--- config.mk ---
export PLATFORM = sky130hd
export DESIGN_NAME = sal_timing_cfg_flat
export DESIGN_NICKNAME = d
export VERILOG_FILES = /design/src/rtl/sal_timing_cfg_pkg.sv /design/src/rtl/sal_timing_cfg_if.sv /design/src/rtl/sal_apb_slv.sv /design/src/rtl/sal_timing_cfg.sv /design/src/flat_wrapper.sv
export SDC_FILE = /design/constraint.sdc
export NUM_CORES = 1
export LEC_CHECK = 0
export CAP_MARGIN = 0
export CORE_ASPECT_RATIO = 0.9
export CORE_MARGIN = 5
export CORE_UTILIZATION = 35
export CTS_CLUSTER_DIAMETER = 100
export DETAILED_ROUTE_END_ITERATION = 10
export GPL_ROUTABILITY_DRIVEN = 0
export PLACE_DENSITY = 0.64
export SLEW_MARGIN = 20
export SYNTH_ARGS = -nofsm -noshare
export SYNTH_HDL_FRONTEND = slang
export SYNTH_HIERARCHICAL = 1
export SYNTH_SLANG_ARGS = --single-unit
export TNS_END_PERCENT = 30
--- constraint.sdc ---
create_clock -name clk -period 3.44 [get_ports clk]
set_clock_uncertainty 0.15 [all_clocks]
set_input_delay 1.032 -clock clk [delete_from_list [all_inputs] [get_ports clk]]
set_output_delay 1.032 -clock clk [all_outputs]
set_load 0.02 [all_outputs]
--- src/rtl/sal_timing_cfg_pkg.sv ---
// Shared register map, state encodings and timing defaults for the SAL DDR2 timing block.
// T_*_VALUE normally come from SAL_DDR2_PARAMS.svh; the fallbacks below keep the slice standalone.
`ifndef T_RCD_VALUE
`define T_RCD_VALUE 8'd4
`endif
`ifndef T_RP_VALUE
`define T_RP_VALUE 8'd4
`endif
`ifndef T_RAS_VALUE
`define T_RAS_VALUE 8'd12
`endif
`ifndef T_RFC_VALUE
`define T_RFC_VALUE 8'd51
`endif
`ifndef T_RTP_VALUE
`define T_RTP_VALUE 8'd2
`endif
`ifndef T_WTP_VALUE
`define T_WTP_VALUE 8'd6
`endif
`ifndef T_RRD_VALUE
`define T_RRD_VALUE 8'd3
`endif
`ifndef T_CCD_VALUE
`define T_CCD_VALUE 8'd2
`endif
`ifndef T_WTR_VALUE
`define T_WTR_VALUE 8'd3
`endif
`ifndef T_RTW_VALUE
`define T_RTW_VALUE 8'd4
`endif

package sal_timing_cfg_pkg;

   localparam int unsigned TIMING_FIELD_W = 8;
   localparam int unsigned NUM_TIMING     = 10;

   localparam logic [11:0] ADDR_ID     = 12'h000;
   localparam logic [11:0] ADDR_CTRL   = 12'h004;
   localparam logic [11:0] ADDR_STATUS = 12'h008;
   localparam logic [11:0] ADDR_SHADOW = 12'h010;

   typedef enum logic [3:0] {
      T_RCD_IDX, T_RP_IDX, T_RAS_IDX, T_RFC_IDX, T_RTP_IDX,
      T_WTP_IDX, T_RRD_IDX, T_CCD_IDX, T_WTR_IDX, T_RTW_IDX
   } timing_idx_e;

   typedef enum logic [1:0] {IDLE, WAIT, RESP} apb_state_e;
   typedef enum logic [1:0] {C_IDLE, C_PEND, C_APPLY} commit_state_e;

   typedef struct packed {
      logic [TIMING_FIELD_W-1:0] t_rcd;
      logic [TIMING_FIELD_W-1:0] t_rp;
      logic [TIMING_FIELD_W-1:0] t_ras;
      logic [TIMING_FIELD_W-1:0] t_rfc;
      logic [TIMING_FIELD_W-1:0] t_rtp;
      logic [TIMING_FIELD_W-1:0] t_wtp;
      logic [TIMING_FIELD_W-1:0] t_rrd;
      logic [TIMING_FIELD_W-1:0] t_ccd;
      logic [TIMING_FIELD_W-1:0] t_wtr;
      logic [TIMING_FIELD_W-1:0] t_rtw;
   } timing_t;

   localparam timing_t TIMING_DEFAULT = '{
      t_rcd: TIMING_FIELD_W'(`T_RCD_VALUE), t_rp:  TIMING_FIELD_W'(`T_RP_VALUE),
      t_ras: TIMING_FIELD_W'(`T_RAS_VALUE), t_rfc: TIMING_FIELD_W'(`T_RFC_VALUE),
      t_rtp: TIMING_FIELD_W'(`T_RTP_VALUE), t_wtp: TIMING_FIELD_W'(`T_WTP_VALUE),
      t_rrd: TIMING_FIELD_W'(`T_RRD_VALUE), t_ccd: TIMING_FIELD_W'(`T_CCD_VALUE),
      t_wtr: TIMING_FIELD_W'(`T_WTR_VALUE), t_rtw: TIMING_FIELD_W'(`T_RTW_VALUE)
   };

   // Field idx of the default struct; t_rcd sits in the most significant slot.
   function automatic logic [TIMING_FIELD_W-1:0] timing_default(input int unsigned idx);
      logic [NUM_TIMING*TIMING_FIELD_W-1:0] flat;
      flat = TIMING_DEFAULT;
      return flat[(NUM_TIMING-1-idx)*TIMING_FIELD_W +: TIMING_FIELD_W];
   endfunction

endpackage

--- src/rtl/sal_timing_cfg_if.sv ---
// APB slave bus and the two active-timing output bundles of the SAL timing block.

interface APB_IF;
   logic        psel;
   logic        penable;
   logic [11:0] paddr;
   logic        pwrite;
   logic [31:0] pwdata;
   logic [31:0] prdata;
   logic        pready;
   logic        pslverr;

   modport master (output psel, penable, paddr, pwrite, pwdata, input prdata, pready, pslverr);
   modport slave  (input psel, penable, paddr, pwrite, pwdata, output prdata, pready, pslverr);
endinterface

interface BK_TIMING_IF #(parameter int unsigned TIMING_W = 8);
   logic [TIMING_W-1:0] t_rcd;
   logic [TIMING_W-1:0] t_rp;
   logic [TIMING_W-1:0] t_ras;
   logic [TIMING_W-1:0] t_rfc;
   logic [TIMING_W-1:0] t_rtp;
   logic [TIMING_W-1:0] t_wtp;

   modport master (output t_rcd, t_rp, t_ras, t_rfc, t_rtp, t_wtp);
   modport slave  (input t_rcd, t_rp, t_ras, t_rfc, t_rtp, t_wtp);
endinterface

interface SCHED_TIMING_IF #(parameter int unsigned TIMING_W = 8);
   logic [TIMING_W-1:0] t_rrd;
   logic [TIMING_W-1:0] t_ccd;
   logic [TIMING_W-1:0] t_wtr;
   logic [TIMING_W-1:0] t_rtw;

   modport master (output t_rrd, t_ccd, t_wtr, t_rtw);
   modport slave  (input t_rrd, t_ccd, t_wtr, t_rtw);
endinterface

--- src/rtl/sal_apb_slv.sv ---
// Fixed-latency APB slave: latches the access, waits one cycle, then responds for one cycle.
// Register strobes are valid only in RESP; writes land on the edge that ends RESP.

module sal_apb_slv
   import sal_timing_cfg_pkg::*;
(
   input  logic        clk,
   input  logic        rst_n,
   APB_IF.slave        apb,
   output logic        wr_en,
   output logic        rd_en,
   output logic [11:0] addr,
   output logic [31:0] wdata,
   input  logic [31:0] rdata,
   input  logic        err
);

   apb_state_e  state_q;
   logic        write_q;
   logic        pready_q;
   logic [11:0] addr_q;
   logic [31:0] wdata_q;

   always_ff @(posedge clk or negedge rst_n) begin
      if (!rst_n) begin
         state_q  <= IDLE;
         write_q  <= 1'b0;
         pready_q <= 1'b0;
         addr_q   <= '0;
         wdata_q  <= '0;
      end else begin
         unique case (state_q)
            IDLE: begin
               if (apb.psel && apb.penable) begin
                  state_q <= WAIT;
                  write_q <= apb.pwrite;
                  addr_q  <= apb.paddr;
                  wdata_q <= apb.pwdata;
               end
            end
            WAIT: begin
               state_q  <= RESP;
               pready_q <= 1'b1;
            end
            RESP: begin
               state_q  <= IDLE;
               pready_q <= 1'b0;
            end
            default: state_q <= IDLE;
         endcase
      end
   end

   assign wr_en       = (state_q == RESP) && write_q;
   assign rd_en       = (state_q == RESP) && !write_q;
   assign addr        = addr_q;
   assign wdata       = wdata_q;
   assign apb.pready  = pready_q;
   assign apb.prdata  = rd_en ? rdata : '0;
   assign apb.pslverr = (state_q == RESP) && err;

endmodule

--- src/rtl/sal_timing_cfg.sv ---
// APB-programmed DRAM timing shadow/active registers with an idle-gated atomic commit.
// Optional SAL_TIMING_CFG_CHECK_EN adds a sanity check on the shadow set before applying.

module sal_timing_cfg
   import sal_timing_cfg_pkg::*;
#(
   parameter int unsigned TIMING_W = 8,
   parameter logic [31:0] ID_VALUE = 32'h5A1C_0200
) (
   input  logic           clk,
   input  logic           rst_n,
   APB_IF.slave           apb_if,
   input  logic           ctrl_idle,
   BK_TIMING_IF.master    bk_timing_if,
   SCHED_TIMING_IF.master sched_timing_if,
   output logic           cfg_update
);

   logic          wr_en, rd_en, err;
   logic [11:0]   addr, sh_off;
   logic [31:0]   wdata, rdata;
   logic [3:0]    sh_idx;
   logic          is_shadow, mapped, pending, check_ok, check_err;
   logic          commit_wr, lock_wr, shadow_wr;
   logic          locked_q, cfg_update_q;
   commit_state_e cstate_q;
   logic [TIMING_W-1:0] shadow_q [NUM_TIMING];
   logic [TIMING_W-1:0] active_q [NUM_TIMING];
   logic          unused_wdata;

   sal_apb_slv u_apb (
      .clk   (clk),
      .rst_n (rst_n),
      .apb   (apb_if),
      .wr_en (wr_en),
      .rd_en (rd_en),
      .addr  (addr),
      .wdata (wdata),
      .rdata (rdata),
      .err   (err)
   );

   assign unused_wdata = ^wdata[31:TIMING_W];

   always_comb begin
      // Offsets below the shadow window wrap high and fall out of range.
      sh_off    = addr - ADDR_SHADOW;
      sh_idx    = sh_off[5:2];
      is_shadow = (sh_off < 12'(NUM_TIMING * 4)) && (sh_off[1:0] == 2'b00);
      mapped    = is_shadow || (addr inside {ADDR_ID, ADDR_CTRL, ADDR_STATUS});
      pending   = (cstate_q == C_PEND);
      err       = (rd_en || wr_en) &&
                  (!mapped || (wr_en && is_shadow && (locked_q || pending)));
      commit_wr = wr_en && (addr == ADDR_CTRL) && wdata[0];
      lock_wr   = wr_en && (addr == ADDR_CTRL) && wdata[1];
      shadow_wr = wr_en && is_shadow && !err;
      rdata     = '0;
      if (rd_en && !err) begin
         if (is_shadow) begin
            rdata = 32'(shadow_q[sh_idx]);
         end else begin
            case (addr)
               ADDR_ID:     rdata = ID_VALUE;
               ADDR_CTRL:   rdata = {30'b0, locked_q, 1'b0};
               ADDR_STATUS: rdata = {29'b0, check_err, locked_q, pending};
               default:     rdata = '0;
            endcase
         end
      end
   end

`ifdef SAL_TIMING_CFG_CHECK_EN
   logic check_err_q;

   always_comb begin
      check_ok = shadow_q[T_RAS_IDX] >= shadow_q[T_RCD_IDX];
      for (int unsigned i = 0; i < NUM_TIMING; i++) begin
         if (shadow_q[i] == '0) check_ok = 1'b0;
      end
   end

   assign check_err = check_err_q;
`else
   assign check_ok  = 1'b1;
   assign check_err = 1'b0;
`endif

   always_ff @(posedge clk or negedge rst_n) begin
      if (!rst_n) begin
         locked_q <= 1'b0;
         for (int unsigned i = 0; i < NUM_TIMING; i++) shadow_q[i] <= TIMING_W'(timing_default(i));
      end else begin
         if (lock_wr) locked_q <= 1'b1;
         if (shadow_wr) shadow_q[sh_idx] <= wdata[TIMING_W-1:0];
      end
   end

   // COMMIT arriving while pending is dropped; one landing in C_APPLY re-arms the commit.
   always_ff @(posedge clk or negedge rst_n) begin
      if (!rst_n) begin
         cstate_q     <= C_IDLE;
         cfg_update_q <= 1'b0;
         for (int unsigned i = 0; i < NUM_TIMING; i++) active_q[i] <= TIMING_W'(timing_default(i));
`ifdef SAL_TIMING_CFG_CHECK_EN
         check_err_q  <= 1'b0;
`endif
      end else begin
         cfg_update_q <= 1'b0;
         unique case (cstate_q)
            C_IDLE: if (commit_wr) cstate_q <= C_PEND;
            C_PEND: begin
               if (ctrl_idle) begin
                  if (check_ok) begin
                     cstate_q     <= C_APPLY;
                     cfg_update_q <= 1'b1;
                  end else begin
                     cstate_q    <= C_IDLE;
`ifdef SAL_TIMING_CFG_CHECK_EN
                     check_err_q <= 1'b1;
`endif
                  end
               end
            end
            C_APPLY: begin
               active_q <= shadow_q;
               cstate_q <= commit_wr ? C_PEND : C_IDLE;
`ifdef SAL_TIMING_CFG_CHECK_EN
               check_err_q <= 1'b0;
`endif
            end
            default: cstate_q <= C_IDLE;
         endcase
      end
   end

   assign cfg_update            = cfg_update_q;
   assign bk_timing_if.t_rcd    = active_q[T_RCD_IDX];
   assign bk_timing_if.t_rp     = active_q[T_RP_IDX];
   assign bk_timing_if.t_ras    = active_q[T_RAS_IDX];
   assign bk_timing_if.t_rfc    = active_q[T_RFC_IDX];
   assign bk_timing_if.t_rtp    = active_q[T_RTP_IDX];
   assign bk_timing_if.t_wtp    = active_q[T_WTP_IDX];
   assign sched_timing_if.t_rrd = active_q[T_RRD_IDX];
   assign sched_timing_if.t_ccd = active_q[T_CCD_IDX];
   assign sched_timing_if.t_wtr = active_q[T_WTR_IDX];
   assign sched_timing_if.t_rtw = active_q[T_RTW_IDX];

endmodule

--- src/flat_wrapper.sv ---
// flat-port wrapper written by rule: the top's interface ports become plain ports
module sal_timing_cfg_flat import sal_timing_cfg_pkg::*;
#(
   parameter int unsigned TIMING_W = 8,
   parameter logic [31:0] ID_VALUE = 32'h5A1C_0200
)
  (clk, rst_n, ctrl_idle, cfg_update, apb_if_psel, apb_if_penable, apb_if_paddr, apb_if_pwrite, apb_if_pwdata, apb_if_prdata, apb_if_pready, apb_if_pslverr, bk_timing_if_t_rcd, bk_timing_if_t_rp, bk_timing_if_t_ras, bk_timing_if_t_rfc, bk_timing_if_t_rtp, bk_timing_if_t_wtp, sched_timing_if_t_rrd, sched_timing_if_t_ccd, sched_timing_if_t_wtr, sched_timing_if_t_rtw);
  APB_IF apb_if_i ();
  BK_TIMING_IF #(.TIMING_W(TIMING_W)) bk_timing_if_i ();
  SCHED_TIMING_IF #(.TIMING_W(TIMING_W)) sched_timing_if_i ();
  input  logic clk;
  input  logic rst_n;
  input  logic ctrl_idle;
  output logic cfg_update;
  input wire logic [$bits(apb_if_i.psel)-1:0] apb_if_psel;
  input wire logic [$bits(apb_if_i.penable)-1:0] apb_if_penable;
  input wire logic [$bits(apb_if_i.paddr)-1:0] apb_if_paddr;
  input wire logic [$bits(apb_if_i.pwrite)-1:0] apb_if_pwrite;
  input wire logic [$bits(apb_if_i.pwdata)-1:0] apb_if_pwdata;
  output wire logic [$bits(apb_if_i.prdata)-1:0] apb_if_prdata;
  output wire logic [$bits(apb_if_i.pready)-1:0] apb_if_pready;
  output wire logic [$bits(apb_if_i.pslverr)-1:0] apb_if_pslverr;
  output wire logic [$bits(bk_timing_if_i.t_rcd)-1:0] bk_timing_if_t_rcd;
  output wire logic [$bits(bk_timing_if_i.t_rp)-1:0] bk_timing_if_t_rp;
  output wire logic [$bits(bk_timing_if_i.t_ras)-1:0] bk_timing_if_t_ras;
  output wire logic [$bits(bk_timing_if_i.t_rfc)-1:0] bk_timing_if_t_rfc;
  output wire logic [$bits(bk_timing_if_i.t_rtp)-1:0] bk_timing_if_t_rtp;
  output wire logic [$bits(bk_timing_if_i.t_wtp)-1:0] bk_timing_if_t_wtp;
  output wire logic [$bits(sched_timing_if_i.t_rrd)-1:0] sched_timing_if_t_rrd;
  output wire logic [$bits(sched_timing_if_i.t_ccd)-1:0] sched_timing_if_t_ccd;
  output wire logic [$bits(sched_timing_if_i.t_wtr)-1:0] sched_timing_if_t_wtr;
  output wire logic [$bits(sched_timing_if_i.t_rtw)-1:0] sched_timing_if_t_rtw;
  assign apb_if_i.psel = apb_if_psel;
  assign apb_if_i.penable = apb_if_penable;
  assign apb_if_i.paddr = apb_if_paddr;
  assign apb_if_i.pwrite = apb_if_pwrite;
  assign apb_if_i.pwdata = apb_if_pwdata;
  assign apb_if_prdata = apb_if_i.prdata;
  assign apb_if_pready = apb_if_i.pready;
  assign apb_if_pslverr = apb_if_i.pslverr;
  assign bk_timing_if_t_rcd = bk_timing_if_i.t_rcd;
  assign bk_timing_if_t_rp = bk_timing_if_i.t_rp;
  assign bk_timing_if_t_ras = bk_timing_if_i.t_ras;
  assign bk_timing_if_t_rfc = bk_timing_if_i.t_rfc;
  assign bk_timing_if_t_rtp = bk_timing_if_i.t_rtp;
  assign bk_timing_if_t_wtp = bk_timing_if_i.t_wtp;
  assign sched_timing_if_t_rrd = sched_timing_if_i.t_rrd;
  assign sched_timing_if_t_ccd = sched_timing_if_i.t_ccd;
  assign sched_timing_if_t_wtr = sched_timing_if_i.t_wtr;
  assign sched_timing_if_t_rtw = sched_timing_if_i.t_rtw;
  sal_timing_cfg #(.TIMING_W(TIMING_W), .ID_VALUE(ID_VALUE)) u_core (.clk(clk), .rst_n(rst_n), .apb_if(apb_if_i), .ctrl_idle(ctrl_idle), .bk_timing_if(bk_timing_if_i), .sched_timing_if(sched_timing_if_i), .cfg_update(cfg_update));
endmodule
==> results.md, run 1 <==
- Layout area overhead: 32.9%
- Hold path depth: 1
- Starting Density: approximately 35%
- Pint: ~4400 uW
- Failing checks: negative setup slack
- CTS sink cnt: 188
- Critical path class: flop to output port
- First-pass GRT wire length: approximately 34000 um
- WHS: around 0.36 ns
- Fin. Hold Viols: 0
- Reg-to-reg setup timing slack: 0.53 ns
- CTS clock-pin slew for the worst setup and hold paths: roughly 0.070 ns
- Maximum clock rate: 272 MHz
- Reg2reg path depth: 9
- Gate power share: 26.1%
- Peak VDD IR: ~0.28 mV
- Root Buffer: clkbuf_16
- Slew @ Worst Pin: 0.599 ns
- Initial antenna violation count: 0
- Drt pass-1 iters: 6
- FF-to-FF End: u_core/shadow_q[29]
- Fin nets: between 800 and 900
- Final setup viols: 17
- Final min period: 3.68 ns
- Hold-fix buffers, CTS: 0
- Status: finished, violations left
- Row Count: 54
- Pwr Density: 557 mW/mm^2
- Sw frac: 31.1%
- Share of cells above drive strength 1: 49.9%
- CTS tree: yes
- WP data required: roughly 2.3 ns
- Syn Inst Count: 578
- Final instance area: between 0.01 and 0.015 sq mm
- Mapped Area: about 0.0085 sq mm
- Final worst slack: -0.236 ns
- Worst-path maximum fanout: 3
- DRT iter0 DRCs: ~150
- RSZ-0062 raised after global routing: true
- Largest net degree at the start of global routing: 81
- Vias: 5397
- Num CTS Buffers: 17
- Mean Syn Cell Area: 14.8 sq um
- Max Root-Sink Buffers: 2
- Vias in the first global route: between 5k and 6k
- Port bufs: 124
- Static Leak: 0.00521 uW
- Syn. warnings: 6
- Die outline height: 158 um
- Total Routed Length: roughly 22000 um
- WL/cell: 20.0 um
- Final slew viol count: 0
- Area after DPL: about 0.011 sq mm
- Die area: 0.0277 sq mm
- Overflow after GRT: 0
- Hold/Removal Path Class: flop to flop
- Vias per cell: 5.01
- Final Cycle Share: 107%
- Slew HR: between 60% and 70%
- Filler Cell Count: 2093
- Filler-free cell count of the finished design: 1077
- Setup crit end kind: output port
- Hold Crit Endpoint: u_core/sched_timing_if.t_ccd[2]
- Max-Cap Viols: 0
- P_sw: roughly 2000 uW
- Top Ports: 165
- CTS H-tree depth: 4
- HP Start: u_core/sched_timing_if.t_ccd[2]
- Latest clock arrival within the worst-skew pair: roughly 0.43 ns
- Estimated wirelength of the detail-placed design: 15300 um
- Final ANT Viol Nets: 0
- Post-place setup slack: -0.360 ns
- FF-to-FF Start: u_core/u_apb/addr[5]
- Core area: between 0.02 and 0.025 sq mm
- Die Wd: 175 um
- Clock power frac: between 30% and 40%
- Arrival @ worst endpoint: 2.49 ns
- Cell count after placement: 1040
- Critical Path Start Type: flop
- DRC errors left: 0
- Flop pwr share: 41.7%
- Gr usage total: 15.8%
- Ant diodes: 0
==> worst max path at each step <==
| stage | startpoint | depth (start not counted) | to | slack, ns |
|---|---|---|---|---|
| CTS | u_core/u_apb/addr[5] | 7 | apb_if_prdata[6] | -0.22 |
| floorplan | u_core/u_apb/addr[4] | 10 | apb_if_prdata[0] | 0.16 |
| finish | u_core/u_apb/addr[5] | 7 | apb_if_prdata[1] | -0.24 |
| global placement | u_core/u_apb/addr[5] | 7 | apb_if_prdata[6] | -0.32 |
| global route | u_core/u_apb/addr[5] | 10 | apb_if_prdata[0] | -0.31 |
| detailed placement | u_core/u_apb/addr[5] | 7 | apb_if_prdata[2] | -0.36 |
==> power by group through the flow <==
| stage | sequential [uW] | combinational (uW) | clock, uW |
|---|---|---|---|
| 2_1_floorplan | 2490 | 1040 | 0 |
| 3_3_place_gp | 2660 | 1450 | 0 |
| 3_5_place_dp | 2680 | 1510 | 0 |
| 4_1_cts | 2640 | 1590 | 2100 |
| 5_1_grt | 2670 | 1760 | 2180 |
| 6_report | 2640 | 1650 | 2040 |
==> area by class of cell <==
cell class | instances | area (sq um) | area share, %
inverters | 6 | 22.5 | 0.198
flip-flops and latches | 188 | 4750 | 41.8
clock inverters | 12 | 163 | 1.43
repair buffers | 177 | 1710 | 15.1
clock buffers | 20 | 447 | 3.93
multi-input cells | 366 | 3880 | 34.2
well taps | 308 | 385 | 3.39
==> registers in the layout, summed over array words and instances, names as in the netlist, 8 cells and up <==
register / cells
u_core/sched_timing_if.t_rtw: 8
u_core/u_apb/addr: 12
u_core/bk_timing_if.t_rp: 8
u_core/bk_timing_if.t_rfc: 8
u_core/bk_timing_if.t_rcd: 8
u_core/bk_timing_if.t_rtp: 8
u_core/sched_timing_if.t_ccd: 8
u_core/bk_timing_if.t_wtp: 8
u_core/shadow_q: 80
u_core/u_apb/wdata: 8
u_core/sched_timing_if.t_wtr: 8
u_core/sched_timing_if.t_rrd: 8
u_core/bk_timing_if.t_ras: 8
==> cells in the final DEF, fill, tap and decap left out, drive strengths merged, types with 3 or more instances in the layout <==
cell type      instances
nor4                   6
buf                   71
o22ai                  8
clkbuf                20
nor2b                  6
bufinv                 3
nand3                  7
conb                  16
ha                     8
and2                  38
dfstp                 34
nor2                   9
inv                    8
mux2                 184
mux2i                 16
nand2                 13
clkinv                 6
dfrtp                154
mux4                  14
a21oi                  5
clkdlybuf4s50        106
or3                    3
o21ai                  6
==> through the flow <==
| step | setup TNS, ns | util (%) | total power (uW) |
|---|---|---|---|
| CTS | -2.43 | 46.3 | 6320 |
| floorplan | 0 | - | 3530 |
| global placement | -3.39 | 43.4 | 4110 |
| finish | -2.64 | 47.0 | 6330 |
| detailed placement | -4.66 | 43.4 | 4190 |
| global route | -4.17 | 47.0 | 6610 |
==> layer usage <==
metal / GRT usage [%] / routed length, um
met3: 4.46 / 1280
met1: 21.2 / 9760
met2: 25.6 / 10200
met5: 0 / 0
met4: 3.78 / 289
==> critical path, cell delays in order, from the launching register on <==
cell	delay, ns
dfrtp_2	0.42
or4b_4	0.57
a21oi_4	0.19
nor2_1	0.09
or3_4	0.41
a21oi_2	0.13
and2_4	0.16
buf_6	0.11
==> timing repair <==
action | CTS | global route
resized for setup | 117 | 23
hold endpoints to repair | 0 | 0
setup endpoints to repair | 17 | 17
buffers inserted | 1 | 3
pin swaps | 3 | 17
Note: power is estimated with default switching activity, not from simulation.
==> inputs of run 2 (changes only) <==
--- a/config.mk
+++ b/config.mk
@@ -11,3 +11,5 @@
 export CORE_UTILIZATION = 35
+export CTS_BUF_LIST = sky130_fd_sc_hd__clkbuf_8
 export CTS_CLUSTER_DIAMETER = 100
+export CTS_CLUSTER_SIZE = 24
 export DETAILED_ROUTE_END_ITERATION = 10
==> constraint.sdc (replaced) <==
create_clock -name clk -period 3.44 [get_ports clk]
set_clock_uncertainty 0.15 [all_clocks]
set_input_delay 0.86 -clock clk [delete_from_list [all_inputs] [get_ports clk]]
set_output_delay 0.86 -clock clk [all_outputs]
set_load 0.02 [all_outputs]
==> run 2 against run 1 <==
Net effect:
- flip-flop and latch count stayed put
- maximum frequency grew 4.9%
- routed wire length is 1.2% lower
- via count down 1.2%
- worst setup slack better by 0.17 ns
- largest cell class unchanged
- worst hold slack got worse by 0.12 ns
- the run still ends with negative setup slack left
- non-clock buffer count down 11
- clock power down 25%
- total power fell by 8.4%
==> results.md, run 2 (synthesis gave the netlist of run 1 again) <==
- Cell family with most CP delay: simple AND/OR/NAND/NOR gates
- Largest register by flop count: u_core/shadow_q
- Static Leak: 0.00507 uW
- Slew @ Worst Pin: 0.623 ns
- WP data required: 2.43 ns
- Largest net degree at the start of global routing: between 80 and 90
- Maximum clock rate: 285 MHz
- Vias: 5331
- Multi-input logic area: between 0.003 and 0.004 sq mm
- CTS H-tree depth: 4
- Commonest non-fill, non-tap cells in the layout: mux2_2 (165), dfrtp_1 (151), clkdlybuf4s50_1 (106)
- Row Count: 54
- Pwr Density: 524 mW/mm^2
- Flop pwr share: 45.6%
- Layout area overhead: 29.5%
- FF-to-FF Start: u_core/u_apb/addr[5]
- Ant diodes: 0
- Worst path max stage delay: ~0.55 ns
- Final instance area: 0.0111 sq mm
- Fin nets: 803
- DRT iter0 DRCs: 205
- Top Ports: 165
- Worst-path maximum fanout: 6
- Filler Cell Count: 2111
- Num CTS Buffers: 17
- P_sw: approximately 1900 uW
- Estimated wirelength of the detail-placed design: 15100 um
- Area after DPL: between 0.01 and 0.015 sq mm
- Starting Density: 35.3%
- Final worst slack: -0.0657 ns
- Final min period: approximately 3.5 ns
- WHS: 0.234 ns
- Gr usage total: 15.6%
- Max reg flops: 80
- Hold-fix buffers, CTS: 0
- CTS clock-pin slew for the worst setup and hold paths: ~0.09 ns
- Total Routed Length: ~21000 um
- Final Cycle Share: 102%
- Share of cells above drive strength 1: 49.9%
- Vias in the first global route: 5575
- Failing checks: negative setup slack
- CTS tree: yes
- Overflow after GRT: 0
- Reg2reg path depth: 8
- Final ANT Viol Nets: 0
- Die outline height: 158 um
- Gate power share: 28.3%
- CP bufs+invs: 1
- FF-to-FF End: u_core/shadow_q[30]
- Most common cell after layout, fill and taps aside: mux2_2
- Slowest cell on the critical path: or4b_4
- First-pass GRT wire length: 33200 um
- Reg-to-reg setup timing slack: 0.66 ns
- Root Buffer: clkbuf_8
- Sw frac: 32.9%
- Final slew viol count: 0
- Register Area: 0.00475 sq mm
- DRC errors left: 0
- Drt pass-1 iters: 4
- Setup crit end kind: output port
- Pint: between 3000 and 4000 uW
- Initial antenna violation count: 0
- Status: finished, violations left
- Max Root-Sink Buffers: 2
- WL/cell: 20.0 um
- Arrival @ worst endpoint: 2.50 ns
- Latest clock arrival within the worst-skew pair: 0.46 ns
- Fin. Hold Viols: 0
- Final setup viols: 8
- Max-Cap Viols: 0
- Critical path class: flop to output port
- Slew HR: 58.4%
- Die Wd: 175 um
- Critical Path Start Type: flop
- Clock power frac: 26.1%
- CTS sink cnt: 188
- Core area: ~0.024 sq mm
- RSZ-0062 raised after global routing: true
- Peak VDD IR: about 0.37 mV
- Hold/Removal Path Class: primary input to asynchronous set/reset pin
- Die area: 0.0277 sq mm
- Vias per cell: 5.00
- Port bufs: ~120
- Crit-path cells: or4b_4 -> a21oi_4 -> and4_4 -> nand2_8 -> o22ai_2 -> and2_4 -> buf_6
- Critical path depth: 7
run 2: area by class of cell:
class,instances,share of cell area (%)
timing repair buffer,166,14.6
multi-input combinational,366,35.1
tap,308,3.48
clock buffer,17,2.11
sequential,188,42.9
inverter,6,0.203
clock inverter,15,1.57
run 2: metrics by stage:
step / worst slack [ns] / TNS (ns) / utilization, % / std cells / power, uW
after CTS: -0.123 / -1.13 / 45.4 / 1063 / 5780
after global routing: -0.166 / -1.39 / 45.8 / 1066 / 6090
after floorplan: 0.332 / 0 / - / 593 / 3530
after detailed placement: -0.251 / -2.00 / 43.1 / 1028 / 4140
after global placement: -0.158 / -1.09 / 43.1 / 1028 / 4050
final: -0.0657 / -0.351 / 45.8 / 1066 / 5800
run 2: repair_timing:
item	CTS	global route
buffers inserted	3	2
gates resized for setup	104	30
pin swaps	8	14
endpoints found under the setup margin	17	17
run 2: power by group through the flow:
stage | Sequential [uW] | Combinational [uW] | Clock, uW
final | 2640 | 1640 | 1520
after global routing | 2680 | 1760 | 1660
after CTS | 2640 | 1570 | 1570
after detailed placement | 2680 | 1460 | 0
after global placement | 2660 | 1390 | 0
after floorplan | 2490 | 1040 | 0
run 2: routing by layer:
layer,GRT usage [%],vias up,share of wire (%)
li1,-,2389,-
met1,21.4,2752,46
met2,24.9,158,47
met3,3.44,32,4.8
met4,5.12,0,2.0
met5,0,-,0
run 2: how the worst max path moves through the flow:
stage,startpoint,to,slack [ns]
2_1_floorplan,u_core/u_apb/addr[4],apb_if_prdata[0],0.33
3_3_place_gp,u_core/u_apb/addr[5],apb_if_prdata[6],-0.16
3_5_place_dp,u_core/u_apb/addr[5],apb_if_prdata[5],-0.25
4_1_cts,u_core/u_apb/addr[5],apb_if_prdata[3],-0.12
5_1_grt,u_core/u_apb/addr[5],apb_if_prdata[4],-0.17
6_report,u_core/u_apb/addr[5],apb_if_prdata[5],-0.07
==> inputs of run 3 (changes only) <==
- HOLD_SLACK_MARGIN: unset -> 0.03
==> results of run 3 <==
No change in the layout: final DEF, timing and power equal those of run 2.
==> variant (settings of run 3) <==
Build with the macro `SAL_TIMING_CFG_CHECK_EN` defined.
--- a/src/rtl/sal_timing_cfg.sv
+++ b/src/rtl/sal_timing_cfg.sv
@@ -2,2 +2,4 @@
 // Optional SAL_TIMING_CFG_CHECK_EN adds a sanity check on the shadow set before applying.
+
+`define SAL_TIMING_CFG_CHECK_EN
 
Behaviour: not the same (Yosys sat finds a counterexample within 10 cycles, from zero or initial values and one cycle with rst_n low).
==> variant against run 3 <==
Worst setup slack gained 69 ps; total power shrank 1.0%; via count grew 6.5%; wire length grew 7.1%; sequential share of layout area shrank 2.2 points; sequential cell count grew 1; count of clock-buffer cells in the layout grew 1; synthesized cell count grew 11%; synthesized area grew 6.7%; combinational power shrank 10%; final area grew 5.9%; clock power grew 3%; highest routed layer unchanged.
==> variant: results (changes against run 3) <==
stage	metric	value	unit	change
layout	Seq. cell area	4780	um^2	+0.53%
layout	nets	886		+10%
global_route	met2 Track Usage GR	0.241		-0.00783
worst_setup_path	R2R setup slack	700	ps	+40 ps
worst_setup_path	Worst Path Max Fanout	4		-2
global_route	Global Route Usage Sum	0.157		+0.000735
global_route	vias in the first global route	6106		+9.5%
layout	Biggest register	u_core/shadow_q		
layout	Fillers	2346		+11%
placed_design	placed insts	1142		+11%
power_and_ir_drop	Leakage Power	0.00563	uW	+11%
global_route	Top Usage Layer GRT	met2		
placed_design	Setup Slack @ Placement	-188	ps	+62.8 ps
layout	Layout Cells excl Fill	1182		+11%
layout	Plain + repair buffers	179		+7.8%
global_route	met1 Usage GRT	0.226		+0.0115
power_and_ir_drop	Pwr per Cell Area	490	nW/um^2	-6.5%
layout	flip-flop count of the largest register after layout	80		unchanged
placed_design	Post-DP HPWL	16300	um	+8.2%
layout	clock buf count	18		+1
timing	WHS	224	ps	-10.3 ps
drt	wl on met1	11200	um	+15%
drt	Max Used Layer	met4		
placed_design	post-place instance area	11100	um^2	+6.4%
timing	final worst path period need	3440	ps	-68.7 ps
layout	proportion of cell area occupied by multi-input gates	0.367		+0.0160
worst_setup_path	CP max stage delay	520	ps	-30 ps
drt	initial DRC count	305		+49%
logic_synthesis	Warnings, synthesis	6		unchanged
worst_setup_path	slowest CP cell	mux4_2		
layout	nonclk inv count	19		+13
timing	Worst-Margin Slew	960	ps	+337 ps
worst_setup_path	CP delay by family, top	multiplexers		
global_route	pin count of the biggest net entering global routing	72		-11%
global_route	Global Route met3 Usage	0.0361		+0.00165
global_route	initial antenna violation count	1		+1
layout	#MultiIn Comb	414		+13%
hold_path	HP Class	in2async		
drt	WL/cell	19.3	um	-3.4%
logic_synthesis	average cell area after synthesis	14.2	um^2	-3.9%
layout	fraction of area in non-clock buffers	0.147		+0.000231
clocking	TritonCTS buffer count	17		unchanged
worst_setup_path	CP arrival	2430	ps	-70 ps
drt	first-pass iteration count of the detailed router	4		unchanged
global_route	first-pass GRT wire length	36000	um	+8.5%
layout	fraction of final layout cells sized beyond drive strength 1	0.455		-0.0437
clocking	clock-pin slew on the worst setup and hold paths	100	ps	
clocking	cts repair resizes	123		+18%
placed_design	Port-buffer cells	124		unchanged
layout	Clock-cell share	0.0354		-0.00140
power_and_ir_drop	Max IR drop VDD	0.249	mV	-32%
drt	routed vias	5678		+6.5%
drt	met3 wire length	875	um	-15%
outcome	status	completed		
drt	DR WL met2	10500	um	+4.0%
layout	ant diodes	1		+1
layout	sequential cell count	189		+0.53%
drt	post-route ant nets	0		unchanged
clocking	post-CTS setup buffer count	3		unchanged
-- variant: changes by cell type in the layout (fill, tap and decap cells not counted), sizes merged, moves of 8 or more --
cell,run 3,this run
nand2,13,45
nor4,6,24
buf,59,73
inv,10,23
mux2i,16,3
ha,8,16
-- variant: path summary, 6_finish.rpt --
kind | end | start | cells past startpoint
setup reg to reg | u_core/shadow_q[19] | u_core/u_apb/addr[4] | 6
hold reg to reg | u_core/bk_timing_if.t_rcd[6] | u_core/bk_timing_if.t_rcd[6] | 2
max in group asynchronous | u_core/shadow_q[66] | rst_n | 2
min in group clk | u_core/bk_timing_if.t_rcd[6] | u_core/bk_timing_if.t_rcd[6] | 2
hold / removal | u_core/shadow_q[77] | rst_n | 1
setup / recovery | apb_if_prdata[1] | u_core/u_apb/addr[3] | 7
-- variant: where the power goes --
group	switching (uW)	internal, uW
sequential	355	2370
clock	816	740
combinational	689	776
total	1860	3880
